**src/rtl/icache_direct_if.sv**
```systemverilog
// Fetch-side (imemREN/imemaddr -> ihit/imemload) and memory-side (iREN/iaddr <- iwait/iload) bundle.
// slave = cache view, master = datapath/memory-controller view.
interface icache_direct_if;
   logic        imemREN;
   logic [31:0] imemaddr;
   logic        inv;
   logic        ihit;
   logic [31:0] imemload;
   logic        iREN;
   logic [31:0] iaddr;
   logic        iwait;
   logic [31:0] iload;
   logic [31:0] hit_cnt;
   logic [31:0] miss_cnt;

   modport slave (
      input  imemREN, imemaddr, inv, iwait, iload,
      output ihit, imemload, iREN, iaddr, hit_cnt, miss_cnt
   );

   modport master (
      output imemREN, imemaddr, inv, iwait, iload,
      input  ihit, imemload, iREN, iaddr, hit_cnt, miss_cnt
   );
endinterface

```
**src/rtl/icache_direct.sv**
```systemverilog
// Direct-mapped 1-word-block icache: hits combinational (0 cycles), misses 1 + wait + 1 cycles; fetch stalls while ihit=0.
// Memory backpressure via iwait holds FILL; ICACHE_PERF_EN adds hit/miss counters (else tied to 0).
module icache_direct #(
   parameter int SETS     = 16,
   parameter int PC_RANGE = 32
) (
   input  logic            CLK,
   input  logic            nRST,
   icache_direct_if.slave  cif
);
   localparam int IDX_W = $clog2(SETS);
   localparam int TAG_W = PC_RANGE - IDX_W - 2;

   localparam logic [0:0] COMPARE = 1'b0;
   localparam logic [0:0] FILL    = 1'b1;

   logic [0:0]             state;
   logic [SETS-1:0]        valid;
   logic [TAG_W-1:0]       tag_arr  [SETS];
   logic [31:0]            data_arr [SETS];
   logic [TAG_W+IDX_W-1:0] miss_addr;

   logic [IDX_W-1:0]       idx;
   logic [TAG_W-1:0]       tag;
   logic [IDX_W-1:0]       fill_idx;
   logic [TAG_W-1:0]       fill_tag;
   logic                   hit;
   logic                   miss_start;
   logic                   fill_done;
   logic                   unused_addr_bits;

   assign idx      = cif.imemaddr[IDX_W+1:2];
   assign tag      = cif.imemaddr[PC_RANGE-1:IDX_W+2];
   assign fill_idx = miss_addr[IDX_W-1:0];
   assign fill_tag = miss_addr[TAG_W+IDX_W-1:IDX_W];
   assign unused_addr_bits = ^cif.imemaddr[1:0];

   assign hit        = (state == COMPARE) && cif.imemREN && valid[idx] && (tag_arr[idx] == tag);
   assign miss_start = (state == COMPARE) && cif.imemREN && !hit;
   assign fill_done  = (state == FILL) && !cif.iwait;

   assign cif.ihit     = hit;
   assign cif.imemload = hit ? data_arr[idx] : '0;
   assign cif.iREN     = (state == FILL);
   assign cif.iaddr    = (state == FILL) ? 32'({miss_addr, 2'b00}) : '0;

   always_ff @(posedge CLK or negedge nRST) begin
      if (!nRST) begin
         state     <= COMPARE;
         valid     <= '0;
         miss_addr <= '0;
      end else begin
         if (cif.inv)
            valid <= '0;
         case (state)
            COMPARE: begin
               if (miss_start) begin
                  miss_addr <= {tag, idx};
                  state     <= FILL;
               end
            end
            default: begin
               // Written after the inv clear so an in-flight fill survives an invalidate.
               if (fill_done) begin
                  valid[fill_idx] <= 1'b1;
                  state           <= COMPARE;
               end
            end
         endcase
      end
   end

   // Tag/data need no reset: a frame is only read once its valid bit is set.
   always_ff @(posedge CLK) begin
      if (fill_done) begin
         tag_arr[fill_idx]  <= fill_tag;
         data_arr[fill_idx] <= cif.iload;
      end
   end

`ifdef ICACHE_PERF_EN
   logic [31:0] hit_q;
   logic [31:0] miss_q;

   always_ff @(posedge CLK or negedge nRST) begin
      if (!nRST) begin
         hit_q  <= '0;
         miss_q <= '0;
      end else if (cif.inv) begin
         hit_q  <= '0;
         miss_q <= '0;
      end else begin
         if (hit)
            hit_q <= hit_q + 32'd1;
         if (miss_start)
            miss_q <= miss_q + 32'd1;
      end
   end

   assign cif.hit_cnt  = hit_q;
   assign cif.miss_cnt = miss_q;
`else
   assign cif.hit_cnt  = '0;
   assign cif.miss_cnt = '0;
`endif

endmodule

```
**src/flat_wrapper.sv**
```systemverilog
// flat-port wrapper written by rule: the top's interface ports become plain ports
module icache_direct_flat 
#(
   parameter int SETS     = 16,
   parameter int PC_RANGE = 32
)
  (CLK, nRST, cif_imemREN, cif_imemaddr, cif_inv, cif_iwait, cif_iload, cif_ihit, cif_imemload, cif_iREN, cif_iaddr, cif_hit_cnt, cif_miss_cnt);
  icache_direct_if cif_i ();
  input  logic CLK;
  input  logic nRST;
  input wire logic [$bits(cif_i.imemREN)-1:0] cif_imemREN;
  input wire logic [$bits(cif_i.imemaddr)-1:0] cif_imemaddr;
  input wire logic [$bits(cif_i.inv)-1:0] cif_inv;
  input wire logic [$bits(cif_i.iwait)-1:0] cif_iwait;
  input wire logic [$bits(cif_i.iload)-1:0] cif_iload;
  output wire logic [$bits(cif_i.ihit)-1:0] cif_ihit;
  output wire logic [$bits(cif_i.imemload)-1:0] cif_imemload;
  output wire logic [$bits(cif_i.iREN)-1:0] cif_iREN;
  output wire logic [$bits(cif_i.iaddr)-1:0] cif_iaddr;
  output wire logic [$bits(cif_i.hit_cnt)-1:0] cif_hit_cnt;
  output wire logic [$bits(cif_i.miss_cnt)-1:0] cif_miss_cnt;
  assign cif_i.imemREN = cif_imemREN;
  assign cif_i.imemaddr = cif_imemaddr;
  assign cif_i.inv = cif_inv;
  assign cif_i.iwait = cif_iwait;
  assign cif_i.iload = cif_iload;
  assign cif_ihit = cif_i.ihit;
  assign cif_imemload = cif_i.imemload;
  assign cif_iREN = cif_i.iREN;
  assign cif_iaddr = cif_i.iaddr;
  assign cif_hit_cnt = cif_i.hit_cnt;
  assign cif_miss_cnt = cif_i.miss_cnt;
  icache_direct #(.SETS(SETS), .PC_RANGE(PC_RANGE)) u_core (.CLK(CLK), .nRST(nRST), .cif(cif_i));
endmodule
```
**config.mk**
```make
export PLATFORM = sky130hd
export DESIGN_NAME = icache_direct_flat
export DESIGN_NICKNAME = d
export VERILOG_FILES = /design/src/rtl/icache_direct_if.sv /design/src/rtl/icache_direct.sv /design/src/flat_wrapper.sv
export SDC_FILE = /design/constraint.sdc
export NUM_CORES = 1
export LEC_CHECK = 0
export CORE_UTILIZATION = 54
export DETAILED_ROUTE_END_ITERATION = 8
export HOLD_SLACK_MARGIN = 0.05
export MAX_ROUTING_LAYER = met4
export PLACE_DENSITY_LB_ADDON = 0.3
export SLEW_MARGIN = 20
export SYNTH_ARGS = -nofsm -noshare
export SYNTH_HDL_FRONTEND = slang
export SYNTH_SLANG_ARGS = --single-unit
export TNS_END_PERCENT = 20
```
**constraint.sdc**
```tcl
create_clock -name CLK -period 5.1 [get_ports CLK]
set_input_delay 1.02 -clock CLK [delete_from_list [all_inputs] [get_ports CLK]]
set_output_delay 1.02 -clock CLK [all_outputs]
set_load 0.01 [all_outputs]
```
Word-level counts from Yosys, hierarchy flattened
Memories as Yosys holds them, arrays and structs flattened.
Cells that the tools add are included.
{"block": "op_classes", "n_bitwise": 2, "eq_ne": 1, "mux": 14, "magnitude_cmp": 3, "reduce_logical": 9}
{"op": "32-bit two-way mux", "count": 2}
{"op": "16-bit two-way mux", "count": 3}
{"op": "26-bit equality test", "count": 1}
{"op": "16-bit OR", "count": 1}
{"op": "4-bit by 5-bit less-than comparator with 1-bit output, second input constant", "count": 2}
{"op": "1-bit two-way mux", "count": 7}
{"op": "1-bit logical AND", "count": 6}
{"op": "1-bit binary-select mux with 4-bit select", "count": 1}
{"op": "1-bit demux with 4-bit select", "count": 1}
{"op": "4-bit by 1-bit >= comparator with 1-bit output, second input constant", "count": 1}
{"op": "1-bit zero test", "count": 2}
{"op": "2-bit AND reduction", "count": 1}
{"op": "1-bit inverter", "count": 1}
{"block": "totals", "mem_bits_rw": 928, "in_bits": 69, "memories": 2, "word_cells": 34, "reg_bits": 47}
{"name": "u_core.data_arr", "words": 16, "word_bits": 32, "rd": 1, "rd_ports_with_merged_regs": 0, "wr": 1, "line_no": "icache_direct.sv:20", "text": "logic [31:0] data_arr [SETS];"}
{"name": "u_core.tag_arr", "words": 16, "word_bits": 26, "rd": 1, "rd_ports_with_merged_regs": 0, "wr": 1, "line_no": "icache_direct.sv:19", "text": "logic [TAG_W-1:0] tag_arr [SETS];"}

Longest topological paths before layout
Gate-level depths: netlist (run 1).
{"block": "logic_depth", "word_depth": 8, "mapped_depth": 13, "mapped_depth_nobuf": 8}

Worst setup path before layout (run 1)
Ideal clock, no wire load.
{"block": "synth_path", "path_type": "input to register", "start": "input port cif_iwait", "end": "memory u_core.data_arr[0][0] (enable)", "t_required_ps": 4552, "setup_time_ps": 548, "path_stages": 3, "setup_slack_ps": -976, "arrival_ps": 5529, "cell_sequence": "nand2b_1 > or3_1 > nor3_1"}
{"block": "synth_between", "elab_chain_cells": 4}
{"element": "from (decl)", "line_no": "flat_wrapper.sv:14", "text": "input wire logic [$bits(cif_i.iwait)-1:0] cif_iwait;"}
{"element": "1-bit zero test", "line_no": "icache_direct.sv:40", "text": "assign fill_done = (state == FILL) && !cif.iwait;"}
{"element": "1-bit logical AND", "line_no": "icache_direct.sv:40"}
{"element": "1-bit two-way mux", "line_no": "icache_direct.sv:75", "text": "if (fill_done) begin"}
{"element": "1-bit two-way mux (implied by the code)", "line_no": "icache_direct.sv:77", "text": "data_arr[fill_idx] <= cif.iload;"}
{"element": "to (decl)", "line_no": "icache_direct.sv:20"}
No other way between the ends.

Final worst setup path (run 1)
{"block": "layout_path", "start": "input port cif_imemaddr[2]", "end": "output port cif_imemload[0]"}
{"block": "layout_between", "elab_chain_cells": 5, "word_cells_on_any_way": 8, "cone_classes": "1 x eq/ne; 3 x mux; 2 x reduce/logical; 2 x memory"}
{"element": "from (decl)", "line_no": "flat_wrapper.sv:12", "text": "input wire logic [$bits(cif_i.imemaddr)-1:0] cif_imemaddr;"}
{"element": "parallel branches: the longest is 4 deep, another holds memory read 16 x 26 bit"}
{"element": "32-bit two-way mux (*)", "line_no": "icache_direct.sv:43", "text": "assign cif.imemload = hit ? data_arr[idx] : '0;"}
{"element": "to (decl)", "line_no": "flat_wrapper.sv:17", "text": "output wire logic [$bits(cif_i.imemload)-1:0] cif_imemload;"}
Mark *: on every way between the ends. The select of a mux whose other input is x is not followed.

==> impl_metrics.env, run 1 <==
export IMPL_cpPeakStageDelay_ns=0.55
export IMPL_ys_seq_area_frac=0.752
export IMPL_hold_viol_final=0
export IMPL_cap_violations=0
export IMPL_synth_cells=1767
export IMPL_power_frac_comb=0.074
export IMPL_ys_ff_latch=975
export IMPL_hold_class="flop to flop"
export IMPL_fin_tns_setup_ns=0
export IMPL_synthToLayoutAreaGrowth_pct=16.8
export IMPL_clk_pin_slew_ns=0.06
export IMPL_dr_pass1_iters=5
export IMPL_initial_core_util=0.548
export IMPL_synth_ff_type="edfxtp_1"
export IMPL_synthArstFlopShare=0.0482
export IMPL_portBuffers=130
export IMPL_status="complete, no violations"
export IMPL_fin_ws_ns=0.0670
export IMPL_grt_pass1_wl_um=128000
export IMPL_cp_max_fo=10
export IMPL_cts_hold_buf=0
export IMPL_fin_skew_ns=0.0242
export IMPL_total_power_uw=17700
export IMPL_cts_max_level=3
export IMPL_root_buffer="clkbuf_16"
export IMPL_nets=2131
export IMPL_synth_top_area_share=0.722
export IMPL_sequentialPowerShare=0.536
export IMPL_drc_errors=0
export IMPL_vias_per_cell=6.10
export IMPL_p_leak_uw=0.0153
export IMPL_switching_share=0.222
export IMPL_synth_area_top_cells="edfxtp_1 72%, mux4_2 14%, dfrtp_1 3.0%"
export IMPL_synth_edf_count=928
export IMPL_vias=18803
export IMPL_fmax_mhz=199
export IMPL_worst_path_buf_inv=6
export IMPL_pin_count=199
export IMPL_cp_data_arrival_time_ns=4.01
export IMPL_critPathLaunchType="input port"
export IMPL_grt_pass1_vias=19525
export IMPL_vdd_drop_max_mv=0.396
export IMPL_relSlewSlack=0.376
export IMPL_critPathCaptureType="primary output"
export IMPL_min_period_ns=5.03
export IMPL_min_period_over_period=0.987
export IMPL_fp_row_count=97
export IMPL_cts_buffer_depth=3
export IMPL_synth_cell_area_sq_um=38600
export IMPL_fill_cells=4664
export IMPL_grt_max_degree=60
export IMPL_wire_per_inst_um=28.3
export IMPL_drt_first_iter_violations=2064
export IMPL_gr_usage_all_layers=0.251
export IMPL_p_per_area_nw_per_um2=393
export IMPL_synth_distinct_cells=62
export IMPL_coreArea_sq_um=70400
export IMPL_intPower_uw=13800
export IMPL_dieArea_sq_um=72600
export IMPL_insertion_delay_ns=0.66
export IMPL_tightest_slew_ns=0.934
export IMPL_path_delay_family="simple AND/OR/NAND/NOR gates"
export IMPL_gp_congestion=0.808
export IMPL_power_share_clock=0.390
export IMPL_fin_hold_ws_ns=0.476
export IMPL_slew_violations=0
export IMPL_fp_dieH_um=269
export IMPL_fp_dieW_um=269
export IMPL_drive_above_1_share=0.282
export IMPL_crit_chain="buf_8 -> mux4_1 -> mux2i_1 -> xnor2_1 -> or4_4 -> o31ai_2 -> buf_4 -> nand4_1 -> nor3_4 -> buf_12 -> buf_4 -> buf_12 -> and2_1 -> clkdlybuf4s15_1"
export IMPL_finalSetupViolations=0
export IMPL_cts_tree="done"
export IMPL_yosysWarningCount=0
export IMPL_synth_top_area_cell="edfxtp_1"
export IMPL_postRouteAntennaNets=0
export IMPL_cts_sinks=975
export IMPL_drt_total_wl_um=87300
export IMPL_antenna_found_initial=5
export IMPL_cp_required_ns=4.08
export IMPL_p_sw_uw=3940
export IMPL_dp_slack_ns=-0.318
export IMPL_synth_area_per_cell_sq_um=21.8
export IMPL_crit_slowest_cell="mux4_1"
export IMPL_rsz0062_at_grt="yes"
export IMPL_place_hpwl_um=47700
export IMPL_path_class="input port to primary output"
export IMPL_cts_buffers=94
export IMPL_grt_ovfl_total=0
==> power by group through the flow <==
| stage | clock network, uW | registers, uW | logic [uW] |
|---|---|---|---|
| global placement | 0 | 9620 | 1290 |
| floorplan | 0 | 9540 | 782 |
| CTS | 7000 | 9490 | 1320 |
| global route | 7280 | 9530 | 1400 |
| finish | 6920 | 9500 | 1320 |
| detailed placement | 0 | 9660 | 1310 |
==> Yosys cell counts, types with 2 or more instances <==
cell,count
edfxtp_1,928
inv_1,5
o22ai_1,4
clkbuf_1,32
nand4_1,8
a221oi_1,2
nand2_1,20
buf_6,4
a211o_1,3
mux2_4,29
mux2_2,2
or3_1,3
mux4_2,238
and3_1,4
buf_4,74
xor2_1,12
nand2b_1,4
a21o_1,17
and2_1,64
nand3_1,13
buf_1,20
nor3_1,10
dfrtp_1,47
buf_2,21
and4_1,5
nor2_1,21
a21oi_1,5
nor2b_1,8
a22o_1,2
nor4bb_1,2
a22oi_1,19
xnor2_1,7
mux4_1,8
a31oi_1,6
o21ai_0,4
nor4_1,5
a211oi_1,3
mux2i_1,84
==> through the flow <==
stage                      util  area (sq um)  std cells
after floorplan               -         38900       1832
after global placement    0.595         41900       2895
after detailed placement  0.595         41900       2895
after CTS                 0.639         45000       3072
after global routing      0.640         45100       3084
final                     0.640         45100       3084
==> flip-flops by register name, summed over array words and instances (netlist names) <==
register	cells
u_core.cif.iREN	1
u_core.data_arr	512
u_core.miss_addr	30
u_core.tag_arr	416
u_core.valid	16
==> layout by cell type, fill, tap and decap left out, types with 9 or more instances in the layout <==
cell type / synthesis / final
a21o_1: 17 / 17
mux2i_1: 84 / 82
conb_1: 1 / 66
and2_1: 64 / 63
clkbuf_16: 0 / 95
edfxtp_1: 928 / 928
nand3_1: 13 / 13
mux4_2: 238 / 239
nor2_4: 0 / 12
clkinv_2: 0 / 15
clkbuf_1: 32 / 28
buf_12: 0 / 23
mux2_4: 29 / 29
clkdlybuf4s50_1: 0 / 92
a22oi_1: 19 / 19
buf_4: 74 / 129
nor2_1: 21 / 9
dfrtp_1: 47 / 47
clkinv_1: 1 / 10
dlygate4sd2_1: 0 / 21
nand2_1: 20 / 20
xor2_1: 12 / 11
==> kinds of logic after synthesis <==
logic type,synth area share
mux,0.178
compound gates,0.0152
buf+inv,0.0244
flops,0.752
xor+xnor,0.00431
other cells,0.0000971
simple gates,0.0257
==> layer usage <==
metal	wire, um	vias to the layer above	GRT usage	share of wire
li1	-	7816	-	-
met1	33600	9972	0.329	0.39
met2	44700	863	0.406	0.51
met3	6830	152	0.0469	0.078
met4	2140	0	0.0716	0.025
met5	0	-	-	0
==> final timing paths <==
check                           cells past startpoint                   end  slack, ns             startpoint
worst max-delay path                               14       cif_imemload[0]       0.07        cif_imemaddr[2]
worst min-delay path                                1      u_core.valid[10]       0.48       u_core.valid[10]
worst max register to register                      9  u_core.miss_addr[29]       1.74  u_core.tag_arr[14][2]
worst min register to register                      1      u_core.valid[10]       0.48       u_core.valid[10]
max in group asynchronous                           2       u_core.valid[9]       4.02                   nRST
min in group asynchronous                           2  u_core.miss_addr[18]       0.52                   nRST
==> cell type report <==
cell class / count / area [sq um] / share of cell area
inverter: 7 / 31.3 / 0.000694
clock inverter: 44 / 495 / 0.0110
multi-input combinational: 698 / 9030 / 0.200
tap: 940 / 1180 / 0.0261
antenna: 4 / 10.0 / 0.000222
clock buffer: 130 / 2580 / 0.0572
timing repair buffer: 286 / 2720 / 0.0602
sequential: 975 / 29000 / 0.644
==> what timing repair did <==
item,in CTS,in global routing
pin swaps,4,9
resized for setup,41,29
setup buffers,3,8
endpoints found under the setup margin,33,31
No activity file was read; power rests on OpenSTA's default activity.
==> inputs of run 2 (changes only) <==
- ABC_CLOCK_PERIOD_IN_PS: default -> 5100
- CAP_MARGIN: default -> 20
- SETUP_SLACK_MARGIN: default -> 0.2
==> run 2 against run 1 <==
Against the previous run: critical path depth did not move; routed wire length is 0.26% higher; critical path type unchanged; core utilization grew 0.082 points; sequential cell count unchanged; maximum frequency increased by 0.34%; largest power group unchanged; critical endpoint is now cif_imemload[3]; via count about the same; highest routed layer unchanged.
==> impl_metrics.env, run 2 (synthesis results as in run 1) <==
export IMPL_gp_congestion=0.808
export IMPL_fin_skew_ns=0.0229
export IMPL_hold_class="flop to flop"
export IMPL_drt_first_iter_violations=2096
export IMPL_grt_pass1_vias=19627
export IMPL_insertion_delay_ns=0.66
export IMPL_final_instance_count_excl_fill=3087
export IMPL_vdd_drop_max_mv=0.404
export IMPL_status="complete, no violations"
export IMPL_startpoint="cif_imemaddr[2]"
export IMPL_crit_slowest_cell="mux4_1"
export IMPL_cts_tree="done"
export IMPL_dp_slack_ns=-0.318
export IMPL_cts_max_level=3
export IMPL_regMostFlops="u_core.data_arr"
export IMPL_antenna_found_initial=5
export IMPL_gr_usage_all_layers=0.252
export IMPL_cp_required_ns=4.08
export IMPL_grt_max_degree=60
export IMPL_reg_top3="u_core.data_arr (512), u_core.tag_arr (416), u_core.miss_addr (30)"
export IMPL_portBuffers=130
export IMPL_tightest_slew_ns=0.924
export IMPL_nets=2134
export IMPL_drc_errors=0
export IMPL_cp_max_fo=10
export IMPL_coreArea_sq_um=70400
export IMPL_cts_sinks=975
export IMPL_cp_common_cell="buf_12"
export IMPL_fp_row_count=97
export IMPL_relSlewSlack=0.382
export IMPL_postRouteAntennaNets=0
export IMPL_fin_ws_ns=0.0839
export IMPL_finalSetupViolations=0
export IMPL_final_cell_mix="928 x edfxtp_1, 240 x mux4_2, 127 x buf_4"
export IMPL_fmax_mhz=199
export IMPL_vias_per_cell=6.09
export IMPL_grt_pass1_wl_um=129000
export IMPL_root_buffer="clkbuf_16"
export IMPL_reg2reg_from="u_core.tag_arr[14][2]"
export IMPL_drive_above_1_share=0.292
export IMPL_layout_commonest_cell="edfxtp_1"
export IMPL_holdCritStartpoint="u_core.valid[10]"
export IMPL_place_hpwl_um=47700
export IMPL_dieArea_sq_um=72600
export IMPL_clk_pin_slew_ns=0.06
export IMPL_crit_chain="buf_12 -> mux4_1 -> mux2i_1 -> xnor2_1 -> or4_4 -> o31ai_4 -> buf_4 -> nand4_1 -> nor3_4 -> buf_12 -> buf_4 -> buf_12 -> and2_1 -> dlygate4sd2_1"
export IMPL_total_power_uw=17700
export IMPL_slew_violations=0
export IMPL_min_period_ns=5.02
export IMPL_p_leak_uw=0.0153
export IMPL_min_period_over_period=0.984
export IMPL_path_class="input port to primary output"
export IMPL_grt_ovfl_total=0
export IMPL_synthToLayoutAreaGrowth_pct=16.9
export IMPL_fin_hold_ws_ns=0.475
export IMPL_cap_violations=0
export IMPL_critPathLaunchType="input port"
export IMPL_pin_count=199
export IMPL_largest_register_ffs=512
export IMPL_cts_buffer_depth=3
export IMPL_drt_total_wl_um=87500
export IMPL_hold_viol_final=0
export IMPL_wire_per_inst_um=28.4
export IMPL_initial_core_util=0.548
export IMPL_vias=18800
export IMPL_critPathCaptureType="primary output"
export IMPL_dr_pass1_iters=5
export IMPL_cpPeakStageDelay_ns=0.55
export IMPL_p_per_area_nw_per_um2=393
export IMPL_fp_dieW_um=269
export IMPL_rsz0062_at_grt="yes"
export IMPL_fp_dieH_um=269
export IMPL_cts_buffers=94
export IMPL_cp_data_arrival_time_ns=4.00
export IMPL_final_util=0.641
export IMPL_dp_cells=2895
## run 2: power breakdown
group	switching (uW)	internal (uW)	total, uW	leakage [uW]
clock	2940	3970	6910	0.00149
sequential	295	9210	9500	0.00894
combinational	701	631	1330	0.00489
## run 2: worst max-delay path, delay by kind of cell
kind                   cells  cell delay [ns]
AO/OA/AOI/OAI              1             0.09
XOR/XNOR                   1             0.12
buffers and inverters      6             0.95
multiplexers               2             0.76
AND/OR/NAND/NOR            4             1.04
## run 2: what timing repair did
action / CTS / global route
setup buffers: 12 / 1
setup endpoints to repair: 33 / 33
hold buffers: 0 / 0
cloned: 1 / 0
pin swaps: 9 / 7
resized for setup: 67 / 52
## run 2: path summary, 6_finish.rpt
path	slack, ns	depth (start not counted)	endpoint
max	0.08	14	cif_imemload[3]
min	0.48	1	u_core.valid[10]
max reg2reg	1.71	9	u_core.miss_addr[29]
min reg2reg	0.48	1	u_core.valid[10]
max in group asynchronous	4.02	2	u_core.valid[9]
min in group asynchronous	0.51	2	u_core.miss_addr[11]
## run 2: layout make-up
cell class,count,area (sq um)
diodes,4,10.0
clock buffers,130,2580
clock inverters,44,495
fillers,4635,25300
inverters,7,31.3
multi-input cells,698,9060
flip-flops and latches,975,29000
well taps,940,1180
repair buffers,289,2740
## run 2: layer usage
layer	global-route usage	part of all wire	vias to the layer above	wire, um
li1	-	-	7827	-
met1	0.330	0.39	9942	34000
met2	0.406	0.51	873	44300
met3	0.0487	0.079	158	6900
met4	0.0740	0.027	0	2380
met5	-	0	-	0
## run 2: metrics by stage
step                instance area (sq um)   TNS, ns
detailed placement                  41900     -9.44
floorplan                           38900   -133.64
global placement                    41900     -9.08
CTS                                 45200         0
global route                        45100  -0.00107
finish                              45100         0
